--- src/rtl/groestl_avalon_master.sv ---
// Avalon-MM master that feeds a host word stream into the Groestl slave register map,
// polls for completion, clears hash_ready and returns the digest as one wide word.
module groestl_avalon_master #(
    parameter int POLL_GAP     = 16,
    parameter int TIMEOUT      = 4096,
    parameter int DIGEST_WORDS = 8
) (
    input  logic                        clk,
    input  logic                        reset,
    input  logic [31:0]                 msg_data,
    input  logic                        msg_first,
    input  logic                        msg_last,
    input  logic                        msg_valid,
    output logic                        msg_ready,
    output logic [32*DIGEST_WORDS-1:0]  digest,
    output logic                        digest_valid,
    output logic                        busy,
    output logic                        timeout_err,
    output logic [4:0]                  avm_address,
    output logic [31:0]                 avm_writedata,
    output logic [3:0]                  avm_byteenable,
    output logic                        avm_write,
    output logic                        avm_read,
    output logic                        avm_chipselect,
    input  logic [31:0]                 avm_readdata
);

    localparam int PCW = (TIMEOUT > 0) ? $clog2(TIMEOUT + 1) : 1;
    localparam int GCW = (POLL_GAP > 1) ? $clog2(POLL_GAP) : 1;
    localparam int ICW = (DIGEST_WORDS > 1) ? $clog2(DIGEST_WORDS) : 1;

    typedef enum logic [3:0] {
        IDLE, WR_CTRL, WR_DATA, WAIT_WORD, POLL_GAP_S, POLL_RD, POLL_CHK,
        CLR, RD_DIG, RD_CAP, DONE
    } state_t;

    state_t           state_reg, state_next;
    logic             phase_reg, phase_next;
    logic [31:0]      word_reg, word_next;
    logic             first_reg, first_next;
    logic             last_reg, last_next;
    logic [GCW-1:0]   gap_reg, gap_next;
    logic [PCW-1:0]   poll_reg, poll_next, poll_inc;
    logic [ICW-1:0]   idx_reg, idx_next;
    logic             terr_reg, terr_next;
    logic             ready_int;
    logic             cap_en;

    always_ff @(posedge clk or negedge reset) begin
        if (!reset) begin
            state_reg <= IDLE;
            phase_reg <= 1'b0;
            word_reg  <= '0;
            first_reg <= 1'b0;
            last_reg  <= 1'b0;
            gap_reg   <= '0;
            poll_reg  <= '0;
            idx_reg   <= '0;
            terr_reg  <= 1'b0;
        end else begin
            state_reg <= state_next;
            phase_reg <= phase_next;
            word_reg  <= word_next;
            first_reg <= first_next;
            last_reg  <= last_next;
            gap_reg   <= gap_next;
            poll_reg  <= poll_next;
            idx_reg   <= idx_next;
            terr_reg  <= terr_next;
        end
    end

    assign poll_inc = (poll_reg == '1) ? poll_reg : poll_reg + 1'b1;

    // Single-strobe states that are followed by another strobe use phase_reg
    // to insert the mandatory idle cycle between bus accesses.
    always_comb begin
        state_next    = state_reg;
        phase_next    = phase_reg;
        word_next     = word_reg;
        first_next    = first_reg;
        last_next     = last_reg;
        gap_next      = gap_reg;
        poll_next     = poll_reg;
        idx_next      = idx_reg;
        terr_next     = terr_reg;
        ready_int     = 1'b0;
        cap_en        = 1'b0;
        digest_valid  = 1'b0;
        avm_write     = 1'b0;
        avm_read      = 1'b0;
        avm_address   = 5'h00;
        avm_writedata = 32'h0;
        case (state_reg)
            IDLE: begin
                ready_int = 1'b1;
                if (msg_valid && msg_first) begin
                    word_next  = msg_data;
                    first_next = 1'b1;
                    last_next  = msg_last;
                    poll_next  = '0;
                    terr_next  = 1'b0;
                    phase_next = 1'b0;
                    state_next = WR_CTRL;
                end
            end
            WR_CTRL: begin
                if (!phase_reg) begin
                    avm_write     = 1'b1;
                    avm_address   = 5'h00;
                    avm_writedata = first_reg ? 32'h8 : 32'h0;
                    phase_next    = 1'b1;
                end else begin
                    phase_next = 1'b0;
                    state_next = WR_DATA;
                end
            end
            WR_DATA: begin
                avm_write     = 1'b1;
                avm_address   = 5'h01;
                avm_writedata = word_reg;
                gap_next      = '0;
                state_next    = last_reg ? POLL_GAP_S : WAIT_WORD;
            end
            WAIT_WORD: begin
                ready_int = 1'b1;
                if (msg_valid) begin
                    word_next  = msg_data;
                    first_next = 1'b0;
                    last_next  = msg_last;
                    phase_next = 1'b0;
                    state_next = WR_CTRL;
                end
            end
            POLL_GAP_S: begin
                if (gap_reg == GCW'(POLL_GAP - 1)) begin
                    gap_next   = '0;
                    state_next = POLL_RD;
                end else begin
                    gap_next = gap_reg + 1'b1;
                end
            end
            POLL_RD: begin
                avm_read    = 1'b1;
                avm_address = 5'h00;
                state_next  = POLL_CHK;
            end
            POLL_CHK: begin
                if (avm_readdata[0]) begin
                    phase_next = 1'b0;
                    state_next = CLR;
                end else begin
                    poll_next = poll_inc;
                    if ((TIMEOUT != 0) && (poll_inc == PCW'(TIMEOUT))) begin
                        terr_next  = 1'b1;
                        state_next = IDLE;
                    end else begin
                        state_next = POLL_GAP_S;
                    end
                end
            end
            CLR: begin
                if (!phase_reg) begin
                    avm_write     = 1'b1;
                    avm_address   = 5'h04;
                    avm_writedata = 32'h0;
                    phase_next    = 1'b1;
                end else begin
                    phase_next = 1'b0;
                    idx_next   = '0;
                    state_next = RD_DIG;
                end
            end
            RD_DIG: begin
                avm_read    = 1'b1;
                avm_address = 5'h10 + 5'(idx_reg);
                state_next  = RD_CAP;
            end
            RD_CAP: begin
                cap_en = 1'b1;
                if (idx_reg == ICW'(DIGEST_WORDS - 1)) begin
                    state_next = DONE;
                end else begin
                    idx_next   = idx_reg + 1'b1;
                    state_next = RD_DIG;
                end
            end
            DONE: begin
                digest_valid = 1'b1;
                state_next   = IDLE;
            end
            default: state_next = IDLE;
        endcase
    end

    // Word i read from 0x10+i lands in the i-th 32-bit slice counted from the MSB end.
    genvar gi;
    generate
        for (gi = 0; gi < DIGEST_WORDS; gi++) begin : g_dig
            logic [31:0] dword_reg;
            always_ff @(posedge clk or negedge reset) begin
                if (!reset) begin
                    dword_reg <= '0;
                end else if (cap_en && (idx_reg == ICW'(gi))) begin
                    dword_reg <= avm_readdata;
                end
            end
            assign digest[32*(DIGEST_WORDS-1-gi) +: 32] = dword_reg;
        end
    endgenerate

    // Gated so msg_ready reads 0 while reset is held even though the FSM sits in IDLE.
    assign msg_ready      = ready_int & reset;
    assign busy           = (state_reg != IDLE);
    assign timeout_err    = terr_reg;
    assign avm_byteenable = 4'hF;
    assign avm_chipselect = avm_write | avm_read;

endmodule

--- config.mk ---
export PLATFORM = sky130hd
export DESIGN_NAME = groestl_avalon_master
export DESIGN_NICKNAME = d
export VERILOG_FILES = /design/src/rtl/groestl_avalon_master.sv
export SDC_FILE = /design/constraint.sdc
export NUM_CORES = 1
export LEC_CHECK = 0
export BUFFER_PORTS_ARGS = -buffer_cell sky130_fd_sc_hd__buf_2
export CAP_MARGIN = 0
export CORE_UTILIZATION = 45
export DETAILED_ROUTE_END_ITERATION = 6
export GPL_ROUTABILITY_DRIVEN = 0
export HOLD_SLACK_MARGIN = 0.08
export MAX_ROUTING_LAYER = met4
export PLACE_DENSITY = 0.71
export SLEW_MARGIN = 20
export SYNTH_ARGS = -nofsm -noshare
export SYNTH_HDL_FRONTEND = slang
export SYNTH_SLANG_ARGS = --single-unit
--- constraint.sdc ---
create_clock -name clk -period 4.8 [get_ports clk]
set_clock_uncertainty 0.2 [all_clocks]
set_input_delay 0.48 -clock clk [delete_from_list [all_inputs] [get_ports clk]]
set_output_delay 0.48 -clock clk [all_outputs]
set_load 0.01 [all_outputs]
==> flow_summary.toml, run 1 <==
[clocking]
cts-root-buf = "clkbuf_16"
clk_pin_slew_ps = 60
clk_latency_ps = 510
cts_htree_levels = 2
cts_tree = "built"
cts_buffer_depth = 3
cts_buffers = 35
cts.sinks = 316

[setup_path]
worstPathRequired_ps = 5000
critPathKind = "reg2reg"
arrival_ps = 3370
start_kind = "flip-flop"
crit_fanout = 32
end_kind = "flip-flop"

[place]
dpl-instance-area_sq_mm = 0.0151
io_buffers = 367
dp_hpwl_um = 22300

[route]
postRouteWirelength_um = 34100
vias_per_cell = 5.21
final_antenna_net_count = 0
drt_iter0_markers = 463
first_pass_iters = 4
drc = 0
wire_per_inst_um = 19.9
vias = 8921

[grt]
grt.total_usage = 0.241
antenna_found_initial = 1
grt_pass1_wl_um = 52200
grt_pass1_vias = 9166
grt_max_degree = 129
overflow = 0

[pwr]
power_switching_mw = 2.45
peakVddDrop_v = 0.000382
p_seq_frac = 0.423
p_leak_nw = 7.90
combPwrFrac = 0.240
intPower_mw = 5.79
clkPwrFrac = 0.337
power_density_mw_per_mm2 = 496
switching_share = 0.297

[timing]
hold_violations = 0
maxSlewHeadroom = 0.296
final_max_slew_viol_count = 0
rsz0062_at_grt = "no"
fin_crit_sh = 0.661
fmax_ghz = 0.315
final.setup.tns_ps = 0
setup_viol = 0
min_period_ps = 3170
worst_pin_slew_ps = 1050

[final_layout]
seqCellArea_sq_mm = 0.00791
fillers = 2268
largest_reg_flops = 256
multiInputGateArea_sq_mm = 0.00472
drive_above_1_share = 0.542
final_area_sq_mm = 0.0166
finalNetCount = 1384
area_growth_pct = 29.3

[floorplan]
die-area_sq_mm = 0.0293
io_pins = 373
core_sq_mm = 0.0279
rows = 61
die_h_um = 171
start_util = 0.460
die_w_um = 171

[run]
drv_cap = 0

[synth]
yosys.area.top_type_share = 0.615
synthArstFlopShare = 1.00
netlist.top_cell.by_area = "dfrtp_1"
yosys_most_used_dff = "dfrtp_1"
synth_cell_types = 58
ys_seq_area_frac = 0.615
synth_edf_count = 0
syn_avg_cell_area_sq_um = 14.1
ys_warn_count = 0
syn-instance-count = 909
yosys-top-cells-count = "316 x dfrtp_1, 273 x mux2_2, 41 x nand2_1, 33 x and3_1, 27 x nor2_1"
synth.area.top_cells = "dfrtp_1 61%, mux2_2 24%, and3_1 1.6%"
netlist_area_sq_mm = 0.0129
synth.most_common_cell = "dfrtp_1"
ys_seq_elements = 316

[outcome]
status = "finished clean"

[worst_hold_path]
hp-class = "in2reg"
## final cells by class
| class | count | area share |
|---|---|---|
| flip-flops and latches | 316 | 0.476 |
| multi-input cells | 533 | 0.284 |
| diodes | 1 | 0.000151 |
| inverters | 9 | 0.00203 |
| clock buffers | 49 | 0.0613 |
| clock inverters | 13 | 0.0108 |
| repair buffers | 412 | 0.138 |
| well taps | 378 | 0.0284 |
## logic make-up after synthesis
group,share of synthesized area
flip-flops,0.615
AO/OA/AOI/OAI,0.0337
adder cells (fa/ha/maj),0.00778
multiplexers,0.256
other,0.000584
AND/OR/NAND/NOR,0.0645
buffers and inverters,0.0212
XOR/XNOR,0.00136
## layout by cell type, fill, tap and decap left out, types with 9 or more instances in the layout
cell and instances:
dfrtp_1 316, and3_1 33, nor2_1 27, a21oi_1 11, nand3_1 10, clkbuf_8 9, mux2_1 16, o21ai_0 18
inv_1 9, mux2_2 273, dlygate4sd3_1 37, nor3_1 10, clkbuf_16 35, nand2_1 35, buf_2 366
## layer usage
layer  up-vias  global-route usage  part of all wire
met5         -                   -                 0
li1       4037                   -                 -
met2       314               0.402              0.50
met4         0              0.0916             0.033
met3        79              0.0516             0.061
met1      4491               0.286              0.40
## final timing paths
| kind | slack [ps] | end | start | cells after the start |
|---|---|---|---|---|
| min in group asynchronous | 330 | word_reg[27]$_DFFE_PN0P_ | reset | 2 |
| max in group asynchronous | 2680 | g_dig[6].dword_reg[30]$_DFFE_PN0P_ | reset | 3 |
| worst max register to register | 1630 | g_dig[4].dword_reg[6]$_DFFE_PN0P_ | state_reg[2]$_DFFE_PN0P_ | 6 |
| worst max-delay path | 1630 | g_dig[4].dword_reg[6]$_DFFE_PN0P_ | state_reg[2]$_DFFE_PN0P_ | 6 |
| worst min register to register | 280 | g_dig[0].dword_reg[28]$_DFFE_PN0P_ | g_dig[0].dword_reg[28]$_DFFE_PN0P_ | 1 |
| worst min-delay path | 100 | g_dig[0].dword_reg[22]$_DFFE_PN0P_ | avm_readdata[22] | 2 |
## per-stage QoR
stage	std cells	hold slack [ps]	power [mW]	setup WS, ps	utilization
final	1711	101	8.24	1630	0.595
after floorplan	912	-15.6	4.66	2340	-
after detailed placement	1611	274	5.47	1620	0.539
after global routing	1711	96.8	8.63	1430	0.595
after global placement	1611	269	5.42	1730	0.539
after CTS	1710	81.4	8.30	1630	0.595
## timing repair
| action | CTS | global route |
|---|---|---|
| hold endpoints to repair | 124 | 0 |
| hold buffers | 37 | 0 |
| setup buffers | 0 | 0 |
| gates resized for setup | 0 | 0 |
## power groups by stage
stage               Clock [mW]  Sequential, mW  Combinational, mW
global placement             0            3.50               1.92
detailed placement           0            3.52               1.96
floorplan                    0            3.55               1.11
global route              2.94            3.54               2.15
CTS                       2.84            3.47               1.99
finish                    2.78            3.48               1.98
## worst max-delay path, stage by stage (launching register included)
cell      delay, ps
dfrtp_1         540
nand2b_1        280
nor2_1          360
nand2_1         150
nor2_1          290
nand2_2         640
mux2_1          560
Note: power is estimated with default switching activity, not from simulation.
==> run 2, diff against run 1 <==
--- a/config.mk
+++ b/config.mk
@@ -12,7 +12,7 @@
 export GPL_ROUTABILITY_DRIVEN = 0
 export HOLD_SLACK_MARGIN = 0.08
 export MAX_ROUTING_LAYER = met4
-export PLACE_DENSITY = 0.71
+export PLACE_DENSITY = 0.74
 export SLEW_MARGIN = 20
 export SYNTH_ARGS = -nofsm -noshare
 export SYNTH_HDL_FRONTEND = slang
==> constraint.sdc (replaced) <==
create_clock -name clk -period 2.6 [get_ports clk]
set_clock_uncertainty 0.2 [all_clocks]
set_input_delay 0.26 -clock clk [delete_from_list [all_inputs] [get_ports clk]]
set_output_delay 0.26 -clock clk [all_outputs]
set_load 0.01 [all_outputs]
==> run 2 against run 1 <==
- worst hold slack better by 47 ps
- die area unchanged
- critical path depth unchanged
- largest power group unchanged
==> flow_summary.toml, run 2 (same netlist as run 1, synthesis figures left out) <==
[outcome]
status = "finished clean"

[final_layout]
area_growth_pct = 34.6
antenna_cells = 0
fillers = 2174
largest_reg_flops = 256
final_cell_mix = "366 x buf_2, 316 x dfrtp_1, 273 x mux2_2"
seqCellArea_sq_mm = 0.00791
fin_cells = 1775
drive_above_1_share = 0.546
finalNetCount = 1450
multiInputGateArea_sq_mm = 0.00477
final_common_cell = "buf_2"

[grt]
grt_pass1_vias = 9786
overflow = 0
grt_max_degree = 100
grt.total_usage = 0.249
grt_pass1_wl_um = 54100
antenna_found_initial = 0

[route]
vias = 9328
vias_per_cell = 5.26
drc = 0
postRouteWirelength_um = 35500
wire_per_inst_um = 20.0
first_pass_iters = 6
final_antenna_net_count = 0
drt_iter0_markers = 433

[pwr]
power_density_mw_per_mm2 = 893
p_leak_nw = 8.21
total_power_mw = 15.5
peakVddDrop_v = 0.000640

[clocking]
cts_htree_levels = 2
cts-root-buf = "clkbuf_16"
cts_tree = "built"
clk_pin_slew_ps = 60
clk_latency_ps = 500
cts.sinks = 316
cts_buffer_depth = 3
cts_buffers = 35

[floorplan]
start_util = 0.460
die-area_sq_mm = 0.0293
die_h_um = 171
die_w_um = 171
rows = 61
io_pins = 373
core_sq_mm = 0.0279

[place]
place_ws_ps = 39.9
io_buffers = 367
placedCellCount = 1643
dp_hpwl_um = 22600

[worst_hold_path]
hp-class = "in2async"

[setup_path]
arrival_ps = 2070
r2r-end = "state_reg[2]$_DFFE_PN0P_"
start_kind = "flip-flop"
worst-r2r-cell-count = 7
critPathKind = "reg2out"
endpoint = "avm_chipselect"
ff2ff_setup_slack_ps = 170
end_kind = "output port"
crit_fanout = 14
rr_startpoint = "poll_reg[0]$_DFFE_PN0P_"
cp-startpoint = "state_reg[1]$_DFFE_PN0P_"
worstPathRequired_ps = 2140

[timing]
hold_violations = 0
fin_crit_sh = 0.975
setup_viol = 0
final_max_slew_viol_count = 0
maxSlewHeadroom = 0.609
worst_pin_slew_ps = 579
final.setup.tns_ps = 0
fmax_ghz = 0.395
rsz0062_at_grt = "no"
min_period_ps = 2530
layout_setup_ws_ps = 65.7

[run]
drv_cap = 0
==> run 2: layout make-up <==
| cell class | count | area share |
|---|---|---|
| clock buffers | 48 | 0.0599 |
| multi-input cells | 533 | 0.275 |
| inverters | 9 | 0.00195 |
| repair buffers | 478 | 0.170 |
| well taps | 378 | 0.0273 |
| clock inverters | 13 | 0.00903 |
| flip-flops and latches | 316 | 0.457 |
==> run 2: through the flow <==
step	hold slack (ps)	utilization	instance area, sq um
floorplan	-236	-	12900
global placement	-27.6	0.549	15300
detailed placement	-21.7	0.549	15300
CTS	145	0.618	17300
global route	164	0.620	17300
finish	148	0.620	17300
==> run 2: layer usage <==
metal / vias to the layer above / GRT usage / part of all wire
met5: - / - / 0
met4: 0 / 0.0978 / 0.037
met3: 81 / 0.0525 / 0.061
met2: 371 / 0.420 / 0.51
met1: 4713 / 0.291 / 0.39
li1: 4163 / - / -
==> run 2: repair_timing <==
item                       CTS  global route
gates resized for setup      2             8
setup endpoints to repair    2             5
hold endpoints to repair   607             0
buffers inserted             1             0
hold buffers                70             0
pin swaps                    0             2
==> run 2: worst min path at each step <==
stage	start	end	slack (ps)
CTS	reset	word_reg[26]$_DFFE_PN0P_	140
detailed placement	reset	word_reg[26]$_DFFE_PN0P_	-20
floorplan	reset	first_reg$_DFFE_PN0P_	-240
global route	reset	word_reg[9]$_DFFE_PN0P_	160
finish	reset	word_reg[25]$_DFFE_PN0P_	150
global placement	reset	word_reg[25]$_DFFE_PN0P_	-30
==> run 2: where the power goes <==
group          leakage (nW)  total (mW)  internal [mW]  switching (mW)
clock network         0.580        5.08           3.10            1.98
registers              3.73        6.33           5.83           0.505
logic                  3.90        4.05           1.91            2.15
total                  8.21        15.5           10.8            4.63
==> run 2: worst max-delay path, cell delays in order, from the launching register on <==
cell	delay, ps
dfrtp_1	420
buf_6	170
nor2b_1	130
or4_4	520
nand2b_4	110
or2_2	110
buf_2	120
